### src/rtl/bibuf_pkg.sv
// Shared types and constants for the bidirectional pad port controller.
package bibuf_pkg;

   typedef enum logic [2:0] {
      S_IDLE  = 3'd0,
      S_TURN  = 3'd1,
      S_DRIVE = 3'd2,
      S_WAIT  = 3'd3,
      S_RESP  = 3'd4
   } state_e;

   localparam logic DIR_IN  = 1'b0;
   localparam logic DIR_OUT = 1'b1;

   function automatic int unsigned max_u(input int unsigned a, input int unsigned b);
      return (a > b) ? a : b;
   endfunction

endpackage

### src/rtl/bibuf_port_ctrl_if.sv
// Core-side request/response handshake bundle for bibuf_port_ctrl.
interface bibuf_port_ctrl_if #(
   parameter int unsigned SIZE = 1
) ();

   logic            req_valid;
   logic            req_ready;
   logic            req_write;
   logic [SIZE-1:0] req_data;
   logic            rsp_valid;
   logic            rsp_ready;
   logic [SIZE-1:0] rsp_data;

   modport master (
      output req_valid, req_write, req_data, rsp_ready,
      input  req_ready, rsp_valid, rsp_data
   );

   modport slave (
      input  req_valid, req_write, req_data, rsp_ready,
      output req_ready, rsp_valid, rsp_data
   );

endinterface

### src/rtl/bibuf_sync2.sv
// Two-flop synchroniser for the asynchronous pad input bus.
module bibuf_sync2 #(
   parameter int unsigned SIZE = 1
) (
   input  logic            clk,
   input  logic            rst_n,
   input  logic [SIZE-1:0] d,
   output logic [SIZE-1:0] q
);

   logic [SIZE-1:0] meta_q;

   always_ff @(posedge clk or negedge rst_n) begin
      if (!rst_n) begin
         meta_q <= '0;
         q      <= '0;
      end else begin
         meta_q <= d;
         q      <= meta_q;
      end
   end

endmodule

### src/rtl/bibuf_port_ctrl.sv
// Half-duplex pad bank controller: sequences drive/release of a bidirectional
// buffer array with turnaround dead cycles and synchronised read capture.
module bibuf_port_ctrl
   import bibuf_pkg::*;
#(
   parameter int unsigned SIZE   = 1,
   parameter int unsigned TURN   = 1,
   parameter int unsigned RD_LAT = 2
) (
   input  logic              clk,
   input  logic              rst_n,
   bibuf_port_ctrl_if.slave  bus,
   output logic [SIZE-1:0]   pad_o,
   output logic              pad_oe,
   input  logic [SIZE-1:0]   pad_i
);

   localparam int unsigned   CW        = $clog2(max_u(TURN, RD_LAT) + 1);
   localparam logic [CW-1:0] TURN_LAST = CW'((TURN > 0) ? TURN - 1 : 0);
   localparam logic [CW-1:0] WAIT_LAST = CW'(RD_LAT - 1);

   state_e          state_q, state_d;
   logic [CW-1:0]   cnt_q, cnt_d;
   logic            dir_q, dir_d;
   logic            wr_q, wr_d;
   logic [SIZE-1:0] wdata_q, wdata_d;
   logic [SIZE-1:0] pad_o_q, pad_o_d;
   logic            pad_oe_q, pad_oe_d;
   logic            rsp_valid_q, rsp_valid_d;
   logic [SIZE-1:0] rsp_data_q, rsp_data_d;
   logic            req_ready_q, req_ready_d;
   logic [SIZE-1:0] pad_sync;
   logic            req_acc;
   logic            rsp_acc;

   bibuf_sync2 #(.SIZE(SIZE)) u_sync (
      .clk   (clk),
      .rst_n (rst_n),
      .d     (pad_i),
      .q     (pad_sync)
   );

   assign req_acc       = bus.req_valid && req_ready_q;
   assign rsp_acc       = rsp_valid_q && bus.rsp_ready;
   assign bus.req_ready = req_ready_q;
   assign bus.rsp_valid = rsp_valid_q;
   assign bus.rsp_data  = rsp_data_q;
   assign pad_o         = pad_o_q;
   assign pad_oe        = pad_oe_q;

   // State and dead-cycle/latency counter
   always_ff @(posedge clk or negedge rst_n) begin
      if (!rst_n) begin
         state_q <= S_IDLE;
         cnt_q   <= '0;
      end else begin
         state_q <= state_d;
         cnt_q   <= cnt_d;
      end
   end

   // Next state: a turnaround is needed only when the bus changes direction
   always_comb begin
      state_d = state_q;
      cnt_d   = cnt_q;
      unique case (state_q)
         S_IDLE: begin
            if (req_acc) begin
               cnt_d = '0;
               if (bus.req_write)
                  state_d = (dir_q == DIR_OUT || TURN == 0) ? S_DRIVE : S_TURN;
               else
                  state_d = (dir_q == DIR_OUT && TURN != 0) ? S_TURN : S_WAIT;
            end
         end
         S_TURN: begin
            if (cnt_q == TURN_LAST) begin
               cnt_d   = '0;
               state_d = wr_q ? S_DRIVE : S_WAIT;
            end else begin
               cnt_d = cnt_q + CW'(1);
            end
         end
         S_DRIVE: state_d = S_IDLE;
         S_WAIT: begin
            if (cnt_q == WAIT_LAST) begin
               cnt_d   = '0;
               state_d = S_RESP;
            end else begin
               cnt_d = cnt_q + CW'(1);
            end
         end
         S_RESP: if (rsp_acc) state_d = S_IDLE;
         default: state_d = S_IDLE;
      endcase
   end

   // Output next values; a read accept releases the bus on its own edge
   always_comb begin
      pad_o_d     = pad_o_q;
      pad_oe_d    = pad_oe_q;
      dir_d       = dir_q;
      wr_d        = wr_q;
      wdata_d     = wdata_q;
      rsp_valid_d = rsp_valid_q;
      rsp_data_d  = rsp_data_q;
      case (state_q)
         S_IDLE: begin
            if (req_acc) begin
               wr_d    = bus.req_write;
               wdata_d = bus.req_data;
               if (!bus.req_write) begin
                  pad_oe_d = 1'b0;
                  pad_o_d  = '0;
                  dir_d    = DIR_IN;
               end
            end
         end
         S_DRIVE: begin
            pad_o_d  = wdata_q;
            pad_oe_d = 1'b1;
            dir_d    = DIR_OUT;
         end
         S_RESP: begin
            if (!rsp_valid_q) begin
               rsp_valid_d = 1'b1;
               rsp_data_d  = pad_sync;
            end else if (bus.rsp_ready) begin
               rsp_valid_d = 1'b0;
            end
         end
         default: ;
      endcase
      req_ready_d = (state_d == S_IDLE);
   end

   always_ff @(posedge clk or negedge rst_n) begin
      if (!rst_n) begin
         pad_o_q     <= '0;
         pad_oe_q    <= 1'b0;
         dir_q       <= DIR_IN;
         wr_q        <= 1'b0;
         wdata_q     <= '0;
         rsp_valid_q <= 1'b0;
         rsp_data_q  <= '0;
         req_ready_q <= 1'b0;
      end else begin
         pad_o_q     <= pad_o_d;
         pad_oe_q    <= pad_oe_d;
         dir_q       <= dir_d;
         wr_q        <= wr_d;
         wdata_q     <= wdata_d;
         rsp_valid_q <= rsp_valid_d;
         rsp_data_q  <= rsp_data_d;
         req_ready_q <= req_ready_d;
      end
   end

endmodule

### src/flat_wrapper.sv
// flat-port wrapper written by rule: the top's interface ports become plain ports
module bibuf_port_ctrl_flat import bibuf_pkg::*;
#(
   parameter int unsigned SIZE   = 1,
   parameter int unsigned TURN   = 1,
   parameter int unsigned RD_LAT = 2
)
  (clk, rst_n, pad_o, pad_oe, pad_i, bus_req_valid, bus_req_write, bus_req_data, bus_rsp_ready, bus_req_ready, bus_rsp_valid, bus_rsp_data);
  bibuf_port_ctrl_if #(.SIZE(SIZE)) bus_i ();
  input  logic clk;
  input  logic rst_n;
  output logic [SIZE-1:0] pad_o;
  output logic pad_oe;
  input  logic [SIZE-1:0] pad_i;
  input wire logic [$bits(bus_i.req_valid)-1:0] bus_req_valid;
  input wire logic [$bits(bus_i.req_write)-1:0] bus_req_write;
  input wire logic [$bits(bus_i.req_data)-1:0] bus_req_data;
  input wire logic [$bits(bus_i.rsp_ready)-1:0] bus_rsp_ready;
  output wire logic [$bits(bus_i.req_ready)-1:0] bus_req_ready;
  output wire logic [$bits(bus_i.rsp_valid)-1:0] bus_rsp_valid;
  output wire logic [$bits(bus_i.rsp_data)-1:0] bus_rsp_data;
  assign bus_i.req_valid = bus_req_valid;
  assign bus_i.req_write = bus_req_write;
  assign bus_i.req_data = bus_req_data;
  assign bus_i.rsp_ready = bus_rsp_ready;
  assign bus_req_ready = bus_i.req_ready;
  assign bus_rsp_valid = bus_i.rsp_valid;
  assign bus_rsp_data = bus_i.rsp_data;
  bibuf_port_ctrl #(.SIZE(SIZE), .TURN(TURN), .RD_LAT(RD_LAT)) u_core (.clk(clk), .rst_n(rst_n), .bus(bus_i), .pad_o(pad_o), .pad_oe(pad_oe), .pad_i(pad_i));
endmodule
### config.mk
export PLATFORM = sky130hd
export DESIGN_NAME = bibuf_port_ctrl_flat
export DESIGN_NICKNAME = d
export VERILOG_FILES = /design/src/rtl/bibuf_pkg.sv /design/src/rtl/bibuf_port_ctrl_if.sv /design/src/rtl/bibuf_sync2.sv /design/src/rtl/bibuf_port_ctrl.sv /design/src/flat_wrapper.sv
export SDC_FILE = /design/constraint.sdc
export NUM_CORES = 1
export LEC_CHECK = 0
export CAP_MARGIN = 20
export CORE_MARGIN = 2
export CORE_UTILIZATION = 47
export CTS_BUF_LIST = sky130_fd_sc_hd__clkbuf_4 sky130_fd_sc_hd__clkbuf_8
export CTS_CLUSTER_DIAMETER = 60
export DETAILED_ROUTE_END_ITERATION = 10
export PLACE_DENSITY = 0.69
export SYNTH_ARGS = -nofsm -noshare
export SYNTH_HDL_FRONTEND = slang
export SYNTH_SLANG_ARGS = --single-unit
### constraint.sdc
create_clock -name clk -period 1.81 [get_ports clk]
set_input_delay 0.181 -clock clk [delete_from_list [all_inputs] [get_ports clk]]
set_output_delay 0.181 -clock clk [all_outputs]
set_load 0.02 [all_outputs]
# == Word level (Yosys, flattened, before mapping) ==
# Cells that the tools add are included.
# word_totals
ram_bits,0
inputBits,7
mem_count,0
wordCells,50
reg_bits,14
out_inout_bits,5
latchBits,0
romBits,0
# classes
order_cmp,0
n_addsub,1
bitwise,1
shifts,0
mux,19
div_mod_pow,0
n_mul,0
n_reduce_logical,11
eq_ne,7
# op_table
cell,count
two-way mux 3 bit,5
one-hot mux 3 bit (4 select lines),1
two-way mux 2 bit,5
"equality test 3 x 2 -> 1 bit, second input constant",2
logical NOT 3 bit,2
one-hot mux 2 bit (3 select lines),1
AND reduction 2 bit,3
two-way mux 1 bit,5
one-hot mux 1 bit (2 select lines),2
"equality test 3 x 1 -> 1 bit, second input constant",1
"equality test 3 bit, second input constant",1
AND reduction 3 bit,1
nonzero test 3 bit,1
"adder 2 x 1 -> 2 bit, second input constant",1
"equality test 2 x 1 -> 1 bit, second input constant",1
logical AND 1 bit,2
logical NOT 2 bit,1
"inequality test 2 x 1 -> 1 bit, second input constant",1
"inequality test 2 bit, second input constant",1
nonzero test 2 bit,1
inverter 1 bit,1

# == Depth between registers and ports, before layout ==
# depth
ltp_word,5
mapped_depth,5
depth_no_buf,5

# == Modules after synthesis ==
# A second synthesis with hierarchy kept.
# hier_totals
cells_unflattened,55
hier_area_um2,673.1
# by_module_without_submodules
module,seq_area_each_um2,area_each_um2,cells_per_inst,instances
bibuf_port_ctrl,300.3,623.1,53,1
bibuf_sync2,50.0,50.0,2,1

# == Least setup slack after synthesis ==
# OpenSTA, ideal clock, no wires.
# synth_path
path_kind,flip-flop to flip-flop
from,register u_core.state_q[0]
to,register u_core.rsp_data_q (netlist: u_core.bus.rsp_data)
path_buffers,1
path_stages_with_launch,5
arrival_ns,1.291
required_ns,1.683
slack_ns,0.392
setup_time_ns,0.127
synth_period_minus_slack_ns,1.418
cell_sequence,dfrtp_1 > buf_2 > or3b_1 > nor2_2 > mux2_1
# synth_between
elab_chain_cells,2
# synth_lines
item,line_no,text
start: declaration,bibuf_port_ctrl.sv:22,"state_e state_q, state_d;"
start signal: assignment,bibuf_port_ctrl.sv:57,state_q <= state_d;
equality test 3 bit,bibuf_port_ctrl.sv:107,case (state_q)
AND reduction 2 bit (no source line),-,
end signal: assignment,bibuf_port_ctrl.sv:154,rsp_data_q <= rsp_data_d;
end: declaration,bibuf_port_ctrl.sv:30,"logic [SIZE-1:0] rsp_data_q, rsp_data_d;"
# No other way between the ends.
# A chain may end at the register's enable or synchronous reset.

# == Worst setup path after layout ==
# layout_path
from,register u_core.rsp_valid_q (netlist: u_core.bus.rsp_valid)
to,output port bus_rsp_valid
# layout_rtl
item,line_no,text
start: declaration,bibuf_port_ctrl.sv:29,"logic rsp_valid_q, rsp_valid_d;"
start signal: assignment,bibuf_port_ctrl.sv:153,rsp_valid_q <= rsp_valid_d;
end: declaration,flat_wrapper.sv:20,output wire logic [$bits(bus_i.rsp_valid)-1:0] bus_rsp_valid;
# No word-level cell between the ends.

==> run metrics <==
Fill cells 122; worst-margin pin slew 0.602 ns; cts hold-fix bufs 0; number of synthesized flops with an enable pin 0; Core ar. 1330 um2; Placed Cells 87; Synth Area in XOR/XNOR 0%; Mapped Cells 62; WL final 1.23 mm; Non-Filler Cell Area, Final 851 um2; die span in x 42.2 um; die height 42.2 um; syn avg cell area 11.1 um2; first-pass GRT wire length 2.10 mm; clock buffer depth 2; clock root buffer clkbuf_4; slowest CP cell clkdlybuf4s50_1; synth unique cells 28; setup_tns 0 ns; routability cong. 0.836; Critical Path RT 1.63 ns; area grow syn2layout 23.9%; crit start category register; simple-gate share of the synthesized area 17.1%; Compound-Gate Fraction of Synth Area 13.8%; CP max stage delay 0.63 ns; H-tree depth 1; Synth Flop Type dfrtp_1; CP max FO 4; Clk pin slew, worst setup/hold paths 0.08 ns; largest net degree at the start of global routing 15; Levels on crit path 1; TritonCTS Buffers 3; warnings from Yosys 0; Vias per Instance 5.36; FF+latch count, synth 14; GRT Total Usage 16.2%; r2r worst-path depth 3; Peak VDD IR 851 uV; total I/O pin count 12; Hold Crit Class primary input to async pin; RSZ-0062 raised after global routing false; Hold Fails Final Rpt 0; vias in the first global route 485; Async SR Flop Fraction 100%; outcome finished clean; worst-path cell chain clkdlybuf4s50_1; CP endpoint kind output port; Slew headroom 59.7%; area share of the largest cell type after synthesis 51.0%; Initial Util 51.5%; Worst EP arrival 1.32 ns; CP delay by family, top buffers and inverters; setup violators final 0; CTS tree yes; initial DRC count 0; post-DP HPWL 910 um; clk sinks 14; min Tclk post-route 1.50 ns; synthesized area 687 um2; Rows 13; ant diodes 0; Die ar. 1780 um2; Pleak 0.371 nW; post-synthesis sequential area ratio 51.0%; largest family of logic cells by synthesized area simple AND/OR/NAND/NOR gates; Residual DRC 0; Non-Filler Instances 91; Final Max Tran Viols 0; WP buf/inv 1; placed instance area 815 um2; Nets 88; vias after detailed routing 488; Synth area leaders dfrtp_1 (51%), ha_1 (7.3%), mux2_1 (4.9%); Clock Skew 0.00812 ns; Final ANT Viol Nets 0; total setup buffers inserted after CTS 0; Highest Clock Rate 665 MHz; Max-Cap Viols 0; area leader, netlist dfrtp_1; Clock Latency Late Sink 0.28 ns; initial antenna violation count 0; layout cells sized above 1 10.5%; cts repair resizes 0; syn_nets 73; adder-cell share of the synthesized area 7.29%; Period Utilization, post-route 83.0%; post-synthesis mux area share 7.83%; WL/cell 13.5 um; IO Port Bufs 11; TritonRoute pass-1 iters 1; grt ovf 0; Crit Path Category register to output port; power density cells 1550 nW/um2
-- cell families (layout without fill, tap and decap cells) --
group | count (synthesis) | count (layout)
buffers and inverters | 5 | 19
AND/OR/NAND/NOR | 20 | 20
multiplexers | 5 | 5
AO/OA/AOI/OAI | 14 | 14
flip-flops | 14 | 14
adder cells (fa/ha/maj) | 4 | 4
-- worst paths after layout --
check                                     start              endpoint  slack [ns]
setup / recovery           u_core.bus.rsp_valid         bus_rsp_valid        0.31
hold / removal                            rst_n  u_core.bus.req_ready        0.28
setup reg to reg              u_core.state_q[2]   u_core.bus.rsp_data        0.34
hold reg to reg            u_core.u_sync.meta_q       u_core.u_sync.q        0.37
max in group asynchronous                 rst_n     u_core.state_q[1]        1.14
min in group clk                          pad_i  u_core.u_sync.meta_q        0.34
-- metrics by stage --
stage	setup WS (ns)	hold slack, ns	power (mW)	utilization (%)
2_1_floorplan	0.392	-0.115	0.916	-
3_3_place_gp	0.277	0.334	1.11	61.1
3_5_place_dp	0.252	0.353	1.12	61.1
4_1_cts	0.302	0.297	1.34	63.8
5_1_grt	0.244	0.317	1.43	63.8
6_report	0.307	0.278	1.32	63.8
-- state kept, by name, indices dropped and copies added, names as in the netlist --
name	count
u_core.u_sync.q	1
u_core.pad_o	1
u_core.state_q	3
u_core.wr_q	1
u_core.u_sync.meta_q	1
u_core.bus.req_ready	1
u_core.bus.rsp_data	1
u_core.cnt_q	2
u_core.wdata_q	1
u_core.bus.rsp_valid	1
u_core.dir_q	1
-- Yosys cell counts, drive strengths merged (2+ instances only) --
| master | instances |
|---|---|
| nand3 | 2 |
| o21ai | 4 |
| inv | 3 |
| mux2 | 3 |
| dfrtp | 14 |
| nand2 | 5 |
| nor2b | 2 |
| o22ai | 2 |
| mux2i | 2 |
| nor3b | 2 |
| ha | 4 |
| nor2 | 4 |
| a21oi | 2 |
| a211oi | 2 |
-- placed cells by master, fill, tap and decap left out, drive strengths merged --
cell type      instances
nor2b                  2
nand3                  2
a32o                   1
o21bai                 1
or4                    1
buf                    1
and3b                  1
o22ai                  2
o21ai                  4
nor2                   4
inv                    3
nor3b                  2
a22o                   1
nor4                   1
dfrtp                 14
clkdlybuf4s50         11
clkbuf                 4
a21oi                  2
or3b                   1
mux2i                  2
ha                     4
a21o                   1
mux2                   3
a211oi                 2
nand2                  5
nand2b                 1
-- power breakdown --
| group | leakage [nW] | total (mW) | switching [mW] | internal [mW] |
|---|---|---|---|---|
| clock network | 0.0210 | 0.217 | 0.0943 | 0.122 |
| logic | 0.180 | 0.558 | 0.274 | 0.284 |
| registers | 0.170 | 0.547 | 0.118 | 0.429 |
| total | 0.371 | 1.32 | 0.486 | 0.835 |
-- routing by layer --
layer / share of wire, % / vias to the layer above / track usage (%) / wire length (um)
li1: - / 251 / - / -
met3: 4.1 / 2 / 7.76 / 50
met1: 47 / 227 / 19.2 / 574
met4: 0.90 / 0 / 5.63 / 11
met2: 48 / 8 / 25.5 / 590
met5: 0 / - / 0 / 0
-- final cells by class --
class	instances	area [um2]	share of cell area, %
clock buffer	4	36.3	4.26
timing repair buffer	12	118	13.8
sequential	14	350	41.2
tap	15	18.8	2.21
multi-input combinational	43	317	37.2
inverter	3	11.3	1.32
(Power assumes the default switching activity.)
